### config.mk
export PLATFORM = sky130hd
export DESIGN_NAME = wb_regfile
export DESIGN_NICKNAME = d
export VERILOG_FILES = /design/src/rtl/wb_regfile_pkg.sv /design/src/rtl/wb_regfile_mux.sv /design/src/rtl/wb_regfile.sv
export SDC_FILE = /design/constraint.sdc
export NUM_CORES = 1
export LEC_CHECK = 0
export ABC_AREA = 1
export CAP_MARGIN = 40
export CORE_MARGIN = 8
export CORE_UTILIZATION = 61
export CTS_CLUSTER_DIAMETER = 150
export DETAILED_ROUTE_END_ITERATION = 10
export PLACE_DENSITY = 0.84
export SLEW_MARGIN = 10
export SYNTH_ARGS = -nofsm -noshare
export SYNTH_HDL_FRONTEND = slang
export SYNTH_SLANG_ARGS = --single-unit
export TNS_END_PERCENT = 20
### constraint.sdc
create_clock -name clk_i -period 3.1 [get_ports clk_i]
set_clock_uncertainty 0.2 [all_clocks]
set_input_delay 0.465 -clock clk_i [delete_from_list [all_inputs] [get_ports clk_i]]
set_output_delay 0.465 -clock clk_i [all_outputs]
set_load 0.02 [all_outputs]
### src/rtl/wb_regfile_pkg.sv
// wb_regfile_pkg: shared defaults and constants for the write-back register file.
package wb_regfile_pkg;
  localparam int DATA_W_DEF = 16;
  localparam int ADDR_W_DEF = 3;
  localparam int CNT_W_DEF  = 16;
  localparam int REG_ZERO   = 0;
endpackage

### src/rtl/wb_regfile_mux.sv
// wb_mux: selects load data or FU result as the write-back value.
module wb_mux #(
  parameter int DATA_W = 16
) (
  input  logic              sel,
  input  logic [DATA_W-1:0] mem,
  input  logic [DATA_W-1:0] fu,
  output logic [DATA_W-1:0] data
);
  assign data = sel ? mem : fu;
endmodule

### src/rtl/wb_regfile.sv
// wb_regfile: MEM/WB write-back commit into the register file, two bypassed read ports,
// forwarding export and a saturating commit counter.
module wb_regfile
  import wb_regfile_pkg::*;
#(
  parameter int DATA_W  = DATA_W_DEF,
  parameter int ADDR_W  = ADDR_W_DEF,
  parameter bit R0_ZERO = 1'b1,
  parameter int CNT_W   = CNT_W_DEF
) (
  input  logic              clk_i,
  input  logic              rst_n,
  input  logic              RegWrite_WB,
  input  logic              MemtoReg_WB,
  input  logic [ADDR_W-1:0] RDaddr_WB,
  input  logic [DATA_W-1:0] Mem_Readdata_WB,
  input  logic [DATA_W-1:0] FUResult_WB,
  input  logic [ADDR_W-1:0] RSaddr_ID,
  input  logic [ADDR_W-1:0] RTaddr_ID,
  output logic [DATA_W-1:0] RSdata_ID,
  output logic [DATA_W-1:0] RTdata_ID,
  output logic [DATA_W-1:0] WBdata,
  output logic              WBvalid,
  output logic [ADDR_W-1:0] WBaddr,
  output logic [CNT_W-1:0]  CommitCnt
);
  localparam logic [ADDR_W-1:0] ZERO_ADDR = ADDR_W'(REG_ZERO);
  logic [DATA_W-1:0] regs [2**ADDR_W];
  wb_mux #(.DATA_W(DATA_W)) u_mux (
    .sel (MemtoReg_WB),
    .mem (Mem_Readdata_WB),
    .fu  (FUResult_WB),
    .data(WBdata)
  );
  assign WBvalid = RegWrite_WB && !(R0_ZERO && RDaddr_WB == ZERO_ADDR);
  assign WBaddr  = RDaddr_WB;
  // write-first bypass: a reader of the register being committed sees the new value now
  assign RSdata_ID = (R0_ZERO && RSaddr_ID == ZERO_ADDR) ? '0 :
                     (WBvalid && RSaddr_ID == RDaddr_WB) ? WBdata : regs[RSaddr_ID];
  assign RTdata_ID = (R0_ZERO && RTaddr_ID == ZERO_ADDR) ? '0 :
                     (WBvalid && RTaddr_ID == RDaddr_WB) ? WBdata : regs[RTaddr_ID];
  always_ff @(posedge clk_i or negedge rst_n) begin
    if (!rst_n) begin
      for (int i = 0; i < 2**ADDR_W; i++) regs[i] <= '0;
      CommitCnt <= '0;
    end else if (WBvalid) begin
      regs[RDaddr_WB] <= WBdata;
      if (CommitCnt != '1) CommitCnt <= CommitCnt + CNT_W'(1);
    end
  end
endmodule

# After elaboration in Yosys (flattened, before gate mapping)

Cells that the tools add are included.

$add $sub $neg: 1
Magnitude comparators: 4
Equal/unequal tests: 3
Mux-type cells: 14
Bitwise logic cells: 3
Reductions and logical operators: 9

Operator list:

| kind                                                                 | count |
|---|---|
| 16-bit two-way mux                                                   | 10 |
| 128-bit bitwise mux                                                  | 1 |
| 16-bit binary-select mux with 3-bit select                           | 2 |
| 16-bit demux with 3-bit select                                       | 1 |
| 16-bit by 1-bit adder with 16-bit output, second input constant      | 1 |
| 16-bit != test, second input constant                                | 1 |
| 4-bit >= comparator, second input constant                           | 3 |
| 3-bit inverter with 4-bit output                                     | 3 |
| 3-bit logical NOT                                                    | 3 |
| 3-bit equality test                                                  | 2 |
| 1-bit logical AND                                                    | 4 |
| 4-bit by 1-bit < comparator with 1-bit output, second input constant | 1 |
| 2-bit AND reduction                                                  | 1 |
| 1-bit logical NOT                                                    | 1 |

Flip-flop bits (word level): 144
Output and inout bits: 68
Word-level logic and storage cells: 43

# Depth between registers and ports, before layout

Word-level depth: 6
Depth in mapped cells: 11
Gate-level depth less buffers: 9

# Modules after synthesis

A second synthesis with hierarchy kept.

Cell total of the unflattened synthesis: 1333
Area total of the unflattened synthesis: 8798.4 um2

By module, submodules not included:

| module     | times used | cells an instance | area an instance (um2) | seq. area each (um2) |
|---|---|---|---|---|
| wb_regfile | 1          | 1281              | 8554.5                 | 3603.5 |
| wb_mux     | 1          | 52                | 244.0                  | 0.0 |

# Least setup slack after synthesis

No wires, ideal clock.

Kind: input to output
From: input RTaddr_ID[2]
To: output RTdata_ID[10]
Arrival time: 1630 ps
Slack: 805 ps
Stages: 10
Path buffers: 2
Cells stage by stage: buf_2 inv_2 nand2_1 nand2_1 nor2_4 nand3_4 buf_6 nand2_1 inv_1 nor2_1

Word-level cells in the longest chain between the ends: 6
Elaborated cells between the ends (all ways): 9

RTL lines:

| what                                                   | RTL line         | RTL |
|---|---|---|
| start, declared                                        | wb_regfile.sv:19 | `input logic [ADDR_W-1:0] RTaddr_ID,` |
| 3-bit inverter with 4-bit output (not written as such) | wb_regfile.sv:41 | `(WBvalid && RTaddr_ID == RDaddr_WB) ? WBdata : regs[RTaddr_ID];` |
| 16-bit binary-select mux with 3-bit select             | wb_regfile.sv:41 |  |
| 16-bit two-way mux (not written as such) (2 in a row)  | wb_regfile.sv:41 |  |
| 16-bit two-way mux                                     | wb_regfile.sv:41 |  |
| 16-bit two-way mux *                                   | wb_regfile.sv:40 | `assign RTdata_ID = (R0_ZERO && RTaddr_ID == ZERO_ADDR) ? '0 :` |
| end, declared                                          | wb_regfile.sv:21 | `output logic [DATA_W-1:0] RTdata_ID,` |

Mark *: on every way between the ends. The rest lies on a longest branch, timed or not. The select of a mux whose other input is x is not followed.

# Worst setup path in the final report

From: input MemtoReg_WB
To: output WBdata[6]

Word-level cells in the longest chain between the ends: 1

RTL lines:

| what               | RTL line             | RTL |
|---|---|---|
| start, declared    | wb_regfile.sv:14     | `input logic MemtoReg_WB,` |
| 16-bit two-way mux | wb_regfile_mux.sv:10 | `assign data = sel ? mem : fu;` |
| end, declared      | wb_regfile.sv:22     | `output logic [DATA_W-1:0] WBdata,` |

No other way between the ends.

==> summary.md <==
| Metric | Value |
|---|---|
| Outcome | completed |
| Post CTS Setup Buffer Count | 0 |
| H-tree levels | 4 |
| Fin. Hold Viols | 0 |
| Sink Count | 144 |
| Yosys cell types | 27 |
| Clock buffer count from CTS | 17 |
| Row cnt | 44 |
| Synth top cells by count | nand2_1, nor2_1, nand3_1, dfrtp_1, a21oi_1 |
| Number of synthesized register bits | 144 |
| Fin. max-slew vios | 0 |
| Xor/xnor share of the synthesized area | ~1.2% |
| Setup Viol. Count Final | 0 |
| Hold_ws | 0.201 ns |
| Root Driver | clkbuf_16 |
| Initial antenna violation count | 0 |
| Post-Synth Adder-Cell Area | 0.141% |
| DRT iter0 DRCs | about 1,300 |
| Synth-to-Final Area Change | 27.5% |
| Critical Path AT | ~2.4 ns |
| Simple-gate area share of the yosys netlist | 40.6% |
| Final WL | between 30,000 and 40,000 um |
| CP Max Fanout | 32 |
| PnR Total Power | 6650 uW |
| Top-count cell post-synth | nand2_1 |
| Post-synthesis instance area | 8880 um2 |
| Dominant cell type by area after synthesis | dfrtp_1 |
| Worst EP required | 2.43 ns |
| Post-synthesis cell count | 1,362 |
| Initial DRT Pass Iterations | 8 |
| Register area share after synthesis | 40.6% |
| Ant diodes | 0 |
| Synthesized area per cell | 6.52 um2 |
| Relative slew slack | around 47% |
| Crit. End Element | primary output |
| Reg clk slew, reported paths | 0.06 ns |
| # IOs | 113 |
| Main combinational cell family by area after synthesis | simple AND/OR/NAND/NOR gates |
| FMAX | about 330 MHz |
| Die height | 137 um |
| Syn nets | 1,408 |
| Largest net degree at the start of global routing | a little over 80 |
| Largest cells by area after synthesis | dfrtp_1, nand2_1, nand3_1, nor2_1, a21oi_1 |
| Post-detailed-route count of antenna-violating nets | 0 |
| Initial Util | 61.8% |
| Power density over the cells | roughly 590 nW/um2 |
| CTS max path bufs | 2 |
| DR vias/cell | roughly 6 |
| Die width | 137 um |
| Nets | 1,531 |
| Total gr overflow | 0 |
| VDD IR max | 0.000442 V |
| Primary FF master, synth | dfrtp_1 |
| Clock latency at the later pin of the worst-skew pair | 0.43 ns |
| Compound-Gate Fraction of Synth Area | 8.97% |
| Detailed-route via count | 9,975 |
| Max cap viols | 0 |
| Proportion of layout cells with a drive suffix above 1 | 10.7% |
| Core area | 14,400 um2 |
| EDFF count, synth | 0 |
| Residual DRC | 0 |
| Cell leakage power | roughly 0.0057 uW |
| Post-synthesis mux area share | 0% |
| Final HPWL DP | 20,500 um |
| RD Place Congestion | 0.926 |
| Number of fill cells | 1,035 |
| Worst min-delay path class | reg2reg |
| Fin crit period | a little over 3 ns |
| Tot GR Track Use | approximately a third |
| RSZ-0062 raised after global routing | true |
| Vias in the first global route | 9,511 |
| CP Class | in2out |
| FFs w/ async S/R, synth | 100% |
| Least-Margin Pin Slew | 0.797 ns |
| CP startpoint kind | input pin |
| CTS tree | done |
| Period utilisation layout | 97.7% |
| Ys Warns | 0 |
| Port bufs | 112 |
| First-pass GRT wire length | 49,400 um |
| Area share of the largest cell type after synthesis | slightly above 40% |
| Routed length per instance | 18.8 um |
| Die area | 18,700 um2 |
## layer usage
| layer | vias up | wire, um | part of all wire [%] | global-route usage, % |
|---|---|---|---|---|
| met5 | - | 0 | 0 | 0 |
| met4 | 0 | 1750 | 5.6 | 19.8 |
| met3 | 153 | 4560 | 14 | 12.2 |
| met2 | 741 | 13600 | 43 | 50.2 |
| met1 | 4509 | 11600 | 37 | 42.8 |
| li1 | 4572 | - | - | - |
## logic make-up after synthesis
group / Yosys count
compound gates: 151
simple gates: 877
fa+ha+maj: 1
flops: 144
xor+xnor: 11
buf+inv: 178
## area by class of cell
| type | instances | area [um2] | share of cell area (%) |
|---|---|---|---|
| timing repair buffer | 207 | 2030 | 17.9 |
| multi-input combinational | 1040 | 4550 | 40.1 |
| clock inverter | 8 | 125 | 1.10 |
| inverter | 75 | 284 | 2.51 |
| tap | 184 | 230 | 2.03 |
| clock buffer | 24 | 512 | 4.52 |
| sequential | 144 | 3600 | 31.8 |
## cell usage in the layout, fill, tap and decap left out, drive strengths merged, types with 2 or more instances in the layout
cell           synthesis  routed
a21oi                120     120
buf                   66      97
bufinv                 0       3
clkbuf                37      25
clkdlybuf4s15          0       7
clkdlybuf4s50          0      77
clkinv                 0       4
dfrtp                144     144
dlygate4sd2            0      23
inv                   75      75
nand2                494     494
nand3                172     172
nand4                 21      21
nor2                 188     188
o21ai                 31      31
xnor2                  9       9
xor2                   2       2
## timing repair
| item | CTS | global route |
|---|---|---|
| setup endpoints to repair | 33 | 9 |
| hold buffers | 1 | 0 |
| resized for setup | 34 | 10 |
| endpoints found under the hold margin | 79 | 0 |
## report_power, final
group	total, uW	switching (uW)	internal (uW)
clock network	2210	811	1400
logic	1900	1130	767
registers	2550	319	2230
## final timing paths
check | from | to | cells past startpoint | slack, ns
max | MemtoReg_WB | WBdata[6] | 6 | 0.07
min | regs[119]$_DFFE_PN0P_ | regs[119]$_DFFE_PN0P_ | 0 | 0.20
max reg2reg | CommitCnt[0]$_DFFE_PN0P_ | CommitCnt[10]$_DFFE_PN0P_ | 8 | 0.89
min reg2reg | regs[119]$_DFFE_PN0P_ | regs[119]$_DFFE_PN0P_ | 0 | 0.20
max in group asynchronous | rst_n | regs[18]$_DFFE_PN0P_ | 3 | 1.48
min in group asynchronous | rst_n | CommitCnt[7]$_DFFE_PN0P_ | 2 | 0.44
## registers in the layout, summed over array words and instances (netlist names)
name / flops
CommitCnt: 16
regs: 128
## stage by stage
step	worst slack, ns	std cells	TNS (ns)	area [um2]	util (%)
floorplan	0.805	1362	0	8880	-
global route	-0.0136	1682	-0.0136	11300	78.8
detailed placement	-0.170	1649	-2.92	10700	74.5
CTS	-0.0625	1682	-0.0625	11300	78.8
finish	0.0707	1682	0	11300	78.8
global placement	-0.145	1649	-2.37	10700	74.5
## critical path, cell delays in order
cell	delay (ns)
clkdlybuf4s50_1	0.45
buf_12	0.19
o21ai_2	0.48
buf_4	0.21
inv_1	0.04
clkdlybuf4s50_1	0.53
(Power assumes the default switching activity.)
